**src/rtl/bram_port_arbiter.sv**
```systemverilog
// -----------------------------------------------------------------------------
// bram_port_arbiter
//
// Shares one single-ported BRAM between two requesters: the AXI-side BRAM
// controller (bc_*) and the FC sequencer (fc_*). Ownership is granted one
// tenure at a time. A tenure is cut after MAX_BURST accepted beats, but only
// while the other side is waiting. Reads return one cycle after acceptance.
// The read data is routed to the side that issued the read, even if ownership
// has moved on in the meantime.
//
// Ports
//   clk, rst                    : clock, synchronous active-high reset
//   bc_en/we/addr/din           : BRAM-controller access request (we==0 -> read)
//   bc_ready                    : BRAM controller currently owns the port
//   bc_rvld/bc_dout             : BRAM-controller read response
//   fc_* (same set)             : FC-sequencer side
//   bram_en/we/addr/din         : shared BRAM port (zero when no access)
//   bram_dout                   : shared BRAM read data, 1-cycle latency
//   owner                       : 00 idle, 01 bc, 10 fc
// -----------------------------------------------------------------------------
module bram_port_arbiter #(
  parameter int BRAM_DAT_W  = 64,
  parameter int BRAM_ADDR_W = 32,
  parameter int MAX_BURST   = 16
) (
  input  logic                   clk,
  input  logic                   rst,

  input  logic                   bc_en,
  input  logic [7:0]             bc_we,
  input  logic [BRAM_ADDR_W-1:0] bc_addr,
  input  logic [BRAM_DAT_W-1:0]  bc_din,
  output logic                   bc_ready,
  output logic                   bc_rvld,
  output logic [BRAM_DAT_W-1:0]  bc_dout,

  input  logic                   fc_en,
  input  logic [7:0]             fc_we,
  input  logic [BRAM_ADDR_W-1:0] fc_addr,
  input  logic [BRAM_DAT_W-1:0]  fc_din,
  output logic                   fc_ready,
  output logic                   fc_rvld,
  output logic [BRAM_DAT_W-1:0]  fc_dout,

  output logic                   bram_en,
  output logic [7:0]             bram_we,
  output logic [BRAM_ADDR_W-1:0] bram_addr,
  output logic [BRAM_DAT_W-1:0]  bram_din,
  input  logic [BRAM_DAT_W-1:0]  bram_dout,

  output logic [1:0]             owner
);

  localparam int CNT_W = (MAX_BURST > 1) ? $clog2(MAX_BURST) : 1;
  localparam logic [CNT_W-1:0] CNT_LAST = CNT_W'(MAX_BURST - 1);

  // State encoding doubles as the owner output.
  typedef enum logic [1:0] {
    IDLE   = 2'b00,
    OWN_BC = 2'b01,
    OWN_FC = 2'b10
  } state_t;

  state_t           r_state;
  logic [CNT_W-1:0] r_burst_cnt;
  logic             r_last_fc;    // 1: fc was the last owner, 0: bc was
  logic             r_rd_bc_p1;   // read tag: bc read accepted last cycle
  logic             r_rd_fc_p1;   // read tag: fc read accepted last cycle

  logic w_acc_bc;
  logic w_acc_fc;
  logic w_cnt_last;

  assign w_acc_bc   = (r_state == OWN_BC) && bc_en;
  assign w_acc_fc   = (r_state == OWN_FC) && fc_en;
  assign w_cnt_last = (r_burst_cnt == CNT_LAST);

  // ---------------------------------------------------------------------------
  // Ownership FSM. burst_cnt clears on every state change and parks at
  // MAX_BURST-1 while the other side is idle, so an uncontested tenure is
  // unlimited and a newly arriving competitor waits at most one more beat.
  // ---------------------------------------------------------------------------
  always_ff @(posedge clk) begin
    if (rst) begin
      r_state     <= IDLE;
      r_burst_cnt <= '0;
      r_last_fc   <= 1'b1;
    end else begin
      case (r_state)
        IDLE: begin
          r_burst_cnt <= '0;
          // On a tie, the side that did not own the port last time wins.
          if (bc_en && (!fc_en || r_last_fc)) begin
            r_state <= OWN_BC;
          end else if (fc_en) begin
            r_state <= OWN_FC;
          end
        end

        OWN_BC: begin
          if (!bc_en) begin
            r_last_fc   <= 1'b0;
            r_burst_cnt <= '0;
            r_state     <= fc_en ? OWN_FC : IDLE;
          end else if (w_cnt_last && fc_en) begin
            // Final beat of a contested tenure: accept it, then hand over.
            r_last_fc   <= 1'b0;
            r_burst_cnt <= '0;
            r_state     <= OWN_FC;
          end else if (!w_cnt_last) begin
            r_burst_cnt <= r_burst_cnt + 1'b1;
          end
        end

        OWN_FC: begin
          if (!fc_en) begin
            r_last_fc   <= 1'b1;
            r_burst_cnt <= '0;
            r_state     <= bc_en ? OWN_BC : IDLE;
          end else if (w_cnt_last && bc_en) begin
            r_last_fc   <= 1'b1;
            r_burst_cnt <= '0;
            r_state     <= OWN_BC;
          end else if (!w_cnt_last) begin
            r_burst_cnt <= r_burst_cnt + 1'b1;
          end
        end

        default: begin
          r_state     <= IDLE;
          r_burst_cnt <= '0;
        end
      endcase
    end
  end

  // ---------------------------------------------------------------------------
  // Stage p0 -> p1: read tag captured at acceptance. Reset discards a read
  // accepted in the same cycle so no response escapes after reset.
  // ---------------------------------------------------------------------------
  always_ff @(posedge clk) begin
    if (rst) begin
      r_rd_bc_p1 <= 1'b0;
      r_rd_fc_p1 <= 1'b0;
    end else begin
      r_rd_bc_p1 <= w_acc_bc && (bc_we == 8'h00);
      r_rd_fc_p1 <= w_acc_fc && (fc_we == 8'h00);
    end
  end

  // Shared-port mux: only an accepted access reaches the BRAM.
  always_comb begin
    bram_en   = 1'b0;
    bram_we   = 8'h00;
    bram_addr = '0;
    bram_din  = '0;
    if (w_acc_bc) begin
      bram_en   = 1'b1;
      bram_we   = bc_we;
      bram_addr = bc_addr;
      bram_din  = bc_din;
    end else if (w_acc_fc) begin
      bram_en   = 1'b1;
      bram_we   = fc_we;
      bram_addr = fc_addr;
      bram_din  = fc_din;
    end
  end

  assign owner    = r_state;
  assign bc_ready = (r_state == OWN_BC);
  assign fc_ready = (r_state == OWN_FC);
  assign bc_rvld  = r_rd_bc_p1;
  assign fc_rvld  = r_rd_fc_p1;
  assign bc_dout  = bram_dout;
  assign fc_dout  = bram_dout;

endmodule

```
**config.mk**
```make
export PLATFORM = sky130hd
export DESIGN_NAME = bram_port_arbiter
export DESIGN_NICKNAME = d
export VERILOG_FILES = /design/src/rtl/bram_port_arbiter.sv
export SDC_FILE = /design/constraint.sdc
export NUM_CORES = 1
export LEC_CHECK = 0
export BUFFER_PORTS_ARGS = -buffer_cell sky130_fd_sc_hd__buf_2
export CORE_AREA = 2 2 198 200
export DETAILED_ROUTE_END_ITERATION = 8
export DIE_AREA = 0 0 200 202
export PLACE_DENSITY_LB_ADDON = 0.12
export SYNTH_ARGS = -nofsm -noshare
export SYNTH_HDL_FRONTEND = slang
export SYNTH_SLANG_ARGS = --single-unit
```
**constraint.sdc**
```tcl
create_clock -name clk -period 1.8 [get_ports clk]
set_input_delay 0.36 -clock clk [delete_from_list [all_inputs] [get_ports clk]]
set_output_delay 0.36 -clock clk [all_outputs]
set_load 0.1 [all_outputs]
```
==> results of run 1 <==
==> cells in the final DEF, fill, tap and decap left out, types with 2 or more instances in the layout <==
cell and instances:
buf_2 215, nand3_1 3, buf_12 119, clkbuf_16 4, nor3_2 2, mux2i_1 3
ha_4 2, nand2_1 4, nand4_1 2, nor4_1 4, buf_8 2, a311o_1 2
nor2_1 4, buf_4 31, a22o_4 104, dfxtp_4 2, a21oi_1 2, dfxtp_1 7
nand2b_1 4, ha_1 3, buf_6 5
==> layout make-up <==
| type | instances | area share (%) |
|---|---|---|
| sequential | 9 | 2.69 |
| antenna | 1 | 0.0358 |
| tap | 518 | 9.27 |
| clock inverter | 1 | 0.0716 |
| multi-input combinational | 154 | 31.9 |
| timing repair buffer | 374 | 54.8 |
| clock buffer | 3 | 1.07 |
| inverter | 2 | 0.143 |
==> worst max-delay path: cells and delay by family (launching register included) <==
family | cells | cell delay, ns
DFF | 1 | 0.37
buffers and inverters | 4 | 0.55
AOI/OAI and AO/OA | 1 | 0.14
adders and majority gates | 1 | 0.14
and+or+nand+nor | 2 | 0.31
==> worst paths after layout <==
kind             startpoint             end  cells after the start
max                owner[1]    bram_addr[6]                      8
min                bc_we[5]         bc_rvld                      2
max reg2reg        owner[1]  r_burst_cnt[2]                      8
min reg2reg  r_burst_cnt[1]  r_burst_cnt[1]                      2
==> cells by family after synthesis <==
logic type	Yosys count
flip-flops	9
AND/OR/NAND/NOR	32
AO/OA/AOI/OAI	113
multiplexers	3
adder cells (fa/ha/maj)	5
buffers and inverters	153
XOR/XNOR	1
==> through the flow <==
step                hold WS [ns]  instances  setup TNS, ns
detailed placement         0.555       1046          -9.91
CTS                        0.299       1057         -36.35
global placement           0.558       1046          -9.96
global route               0.301       1061         -41.09
floorplan                  0.435        316         -50.38
finish                     0.299       1062         -32.15
==> where the power goes <==
part / internal, mW / switching [mW]
combinational: 4.15 / 6.33
clock: 0.296 / 0.132
sequential: 0.246 / 0.0389
==> state kept, by name (all words and copies together), names as in the netlist <==
register	flops
bc_rvld	1
owner	2
r_burst_cnt	4
fc_rvld	1
r_last_fc	1
==> timing repair <==
item	in CTS	in global routing
endpoints found under the setup margin	110	110
setup buffers	7	2
gates cloned	0	2
gates resized for setup	5	6
pin swaps	2	0
endpoints found under the hold margin	0	0
==> per-layer routing <==
layer  global-route usage [%]  share of wire, %  vias up
li1                         -                 -     1518
met1                     6.97                34     1425
met2                     12.7                50      286
met3                     3.40                15       16
met4                     1.14              0.99        0
met5                        0                 0        -
==> results_dict.tcl, run 1 <==
set metrics [dict create \
    endpoint_kind "output port" \
    rrSetupSlack_ns 0.06 \
    dr.pass1.iters 3 \
    synth_compound_area_share_pct 39.0 \
    ys_warn_count 0 \
    synthMuxAreaShare_pct 1.19 \
    vias_per_cell 3.06 \
    rsz0062_at_grt "yes" \
    placed_area_um2 6750 \
    ys.flop_type "dfxtp_1" \
    fmax_mhz 466 \
    dieArea_um2 40400 \
    clk_latency_ns 0.25 \
    synth_common_cells "buf_4 (129), a22o_1 (104), buf_2 (12)" \
    drv_slew 0 \
    async_reset_ff_share_pct 0 \
    layout-drive-gt1-share_pct 91.2 \
    required_ns 1.44 \
    grt-ovfl-total 0 \
    arrival_ns 1.78 \
    setup_ws_ns -0.345 \
    cts.sinks 9 \
    multi_input_comb_area_um2 2230 \
    synth-xor-area-share_pct 0.347 \
    cp_cell_sequence "inv_4, ha_4, and2_4, nor2_4, buf_12, buf_12, a22o_4, buf_12" \
    synth_top_cell_by_area "buf_4" \
    synth_top_cell_area_share_pct 38.4 \
    hp-class "input port to flop" \
    ir_worst_vdd_mv 0.572 \
    synth_edf_count 0 \
    yosys.area_share.simple_pct 7.34 \
    min_period_over_period_pct 119 \
    core_area_um2 38300 \
    routed_wl_um 15500 \
    finalSetupViolCount 104 \
    route.vias.total 3245 \
    criticalPathCategory "flop to output port" \
    leakage_nw 3.29 \
    syn2layout_area_growth_pct 177 \
    fin_area_um2 6990 \
    synth_most_common_cell "buf_4" \
    ys_seq_elements 9 \
    holdBufCountCts 0 \
    cts_max_level 1 \
    die_y_um 202 \
    root_buffer "clkbuf_16" \
    violations "negative setup slack" \
    fin_util_pct 18.3 \
    synth_fp_nets 597 \
    synth_cell_types 30 \
    antenna_found_initial 0 \
    grt_max_degree 22 \
    finClkSkew_ns 0.00368 \
    maxSlewHeadroom_pct 66.1 \
    place_ws_ns -0.132 \
    dpl.hpwl_um 13600 \
    finalCriticalPeriod_ns 2.14 \
    powerDensity_nw_per_um2 1600 \
    regArea_um2 188 \
    path_clk_slew_ns 0.05 \
    fin_nets 825 \
    p_total_mw 11.2 \
    max_stage_delay_ns 0.37 \
    initial_utilization_pct 6.59 \
    drt_iter0_drc 45 \
    port_buffers 322 \
    grt_usage_pct 6.86 \
    numCtsBuffers 3 \
    maxCapViolCount 0 \
    nFillCells 4201 \
    tightest_slew_ns 0.512 \
    grt_pass1_wl_um 21000 \
    synthCells 316 \
    synthAdderAreaFrac_pct 2.48 \
    finalHoldViolations 0 \
    cts_buffer_depth 2 \
    gp_congestion 0.656 \
    cp_slowest_cell "dfxtp_4" \
    ys_seq_area_share_pct 7.14 \
    drtAntennaViolNets 0 \
    drc 0 \
    wire_per_inst_um 14.6 \
    netlist_area_um2 2520 \
    row_count 72 \
    synth_area_leaders "buf_4 (38%), a22o_1 (36%), dfxtp_1 (7.1%), ha_1 (2.5%), buf_2 (2.4%)" \
    cp_common_cell "buf_12" \
    startpoint_type "flop" \
    syn_area_per_cell_um2 7.99 \
    run_status "finished with violations" \
    synth_top_family_by_area "buffers and inverters" \
    crit_fanout 14 \
    die_x_um 200 \
    cts_tree "done" \
    grt_pass1_vias 3543 \
    io_pins 515 \
]
Note: power is estimated with default switching activity, not from simulation.
==> inputs of run 2 (changes only) <==
--- a/config.mk
+++ b/config.mk
@@ -6,9 +6,9 @@
 export NUM_CORES = 1
 export LEC_CHECK = 0
 export BUFFER_PORTS_ARGS = -buffer_cell sky130_fd_sc_hd__buf_2
-export CORE_AREA = 2 2 198 200
+export CORE_AREA = 2 2 202 204
 export DETAILED_ROUTE_END_ITERATION = 8
-export DIE_AREA = 0 0 200 202
+export DIE_AREA = 0 0 204 206
 export PLACE_DENSITY_LB_ADDON = 0.12
 export SYNTH_ARGS = -nofsm -noshare
 export SYNTH_HDL_FRONTEND = slang
==> constraint.sdc (replaced) <==
create_clock -name clk -period 2.35 [get_ports clk]
set_input_delay 0.47 -clock clk [delete_from_list [all_inputs] [get_ports clk]]
set_output_delay 0.47 -clock clk [all_outputs]
set_load 0.1 [all_outputs]
==> run 2 against run 1 <==
The run now ends clean. Final cell count shrank 0.94%. Global-route usage fell by 0.082 points. Clock skew is 0.0029 ns lower. Sequential share of layout area grew 0.096 points. Clock power down 29%. Non-clock buffer count is 23 lower. Die area grew 4.0%. Cell area shrank 3.4%. Sequential power decreased by 18%.
==> results_dict.tcl, run 2 (synthesis results as in run 1) <==
set metrics [dict create \
    run_status "finished, final reports clean" \
    numCtsBuffers 3 \
    largest_reg_flops 4 \
    grt_pass1_wl_um 21900 \
    root_buffer "clkbuf_16" \
    required_ns 1.88 \
    grt-ovfl-total 0 \
    routed_wl_um 16300 \
    endpoint_kind "output port" \
    ir_worst_vdd_mv 0.442 \
    seqPwrFrac_pct 2.8 \
    layout-drive-gt1-share_pct 90.6 \
    initial_utilization_pct 6.28 \
    maxSlewHeadroom_pct 48.3 \
    finalCriticalPeriod_ns 2.33 \
    drtAntennaViolNets 0 \
    p_total_mw 8.27 \
    cp_common_cell "buf_12" \
    worst-path-buf-inv 4 \
    p_switching_mw 4.91 \
    cts_max_level 1 \
    die_x_um 204 \
    antenna_found_initial 0 \
    cts_tree "done" \
    rsz0062_at_grt "yes" \
    io_pins 515 \
    layout_commonest_cell "buf_2" \
    route.vias.total 3169 \
    final_cell_mix "buf_2 (218), buf_12 (115), a22o_4 (104), buf_4 (11), dfxtp_1 (7)" \
    internal_power_mw 3.36 \
    fin_util_pct 16.8 \
    leakage_nw 3.16 \
    vias_per_cell 3.01 \
    clockPowerShare_pct 3.7 \
    fmax_mhz 430 \
    gp_congestion 0.643 \
    switching_share_pct 59.4 \
    core_area_um2 40200 \
    holdBufCountCts 0 \
    grt_pass1_vias 3370 \
    startpoint_type "flop" \
    crit_fanout 27 \
    drc 0 \
    finClkSkew_ns 0.000762 \
    grt_max_degree 51 \
    path_clk_slew_ns 0.04 \
    dieArea_um2 42000 \
    die_y_um 206 \
    drt_iter0_drc 68 \
    cp_cell_sequence "inv_4, ha_4, and2_4, buf_16, buf_12, a22o_4, buf_12" \
    diodes 0 \
    drv_slew 0 \
    fin_tns_setup_ns 0 \
    cp_slowest_cell "dfxtp_4" \
    tightest_slew_ns 0.769 \
    row_count 74 \
    cts.sinks 9 \
    hp-class "input port to flop" \
    min_period_over_period_pct 99.0 \
    combPwrFrac_pct 93.5 \
    port_buffers 322 \
    crit_family "buffers and inverters" \
    grt_usage_pct 6.78 \
    place_ws_ns 0.133 \
    fin_nets 802 \
    arrival_ns 1.86 \
    criticalPathCategory "flop to output port" \
    max_stage_delay_ns 0.39 \
    wire_per_inst_um 15.4 \
    top_register "r_burst_cnt" \
    dr.pass1.iters 4 \
    rrSetupSlack_ns 0.39 \
    clk_latency_ns 0.23 \
    maxCapViolCount 0 \
    finalHoldViolations 0 \
    syn2layout_area_growth_pct 167 \
    powerDensity_nw_per_um2 1230 \
    finalSetupViolCount 0 \
    cts_buffer_depth 2 \
    setup_ws_ns 0.0239 \
    dpl.hpwl_um 14300 \
]
-- run 2: final timing paths --
path	startpoint	to	depth (start not counted)
setup / recovery	owner[1]	bram_din[50]	7
hold / removal	bc_we[4]	bc_rvld	2
setup reg to reg	owner[1]	r_burst_cnt[3]	8
hold reg to reg	owner[0]	owner[0]	2
-- run 2: routing by layer --
metal	GRT usage (%)	part of all wire, %
met5	0	0
met4	1.11	1.3
met3	3.09	13
met2	12.5	51
met1	7.15	34
-- run 2: per-stage QoR --
step,hold slack [ns],cells,instance area [um2]
6_report,0.423,1052,6750
2_1_floorplan,0.509,316,3620
4_1_cts,0.424,1050,6670
3_5_place_dp,0.533,1039,6530
3_3_place_gp,0.536,1039,6530
5_1_grt,0.431,1052,6750
-- run 2: cell type report --
type	instances	area [um2]
fillers	4485	33400
repair buffers	351	3580
multi-input cells	154	2220
well taps	532	666
flip-flops and latches	9	188
clock buffers	4	78.8
inverters	2	10.0
-- run 2: power groups by stage --
stage	clock network, mW	logic, mW	registers [mW]
after global routing	0.328	7.99	0.240
after global placement	0	7.75	0.238
after floorplan	0	6.04	0.344
after detailed placement	0	7.70	0.239
after CTS	0.317	7.76	0.237
final	0.306	7.73	0.234
-- run 2: timing repair --
item / 4_1_cts / 5_1_grt
buffers inserted: 7 / 1
pin swaps: 1 / 2
gates resized for setup: 3 / 11
cloned: 0 / 1
endpoints found under the setup margin: 80 / 102
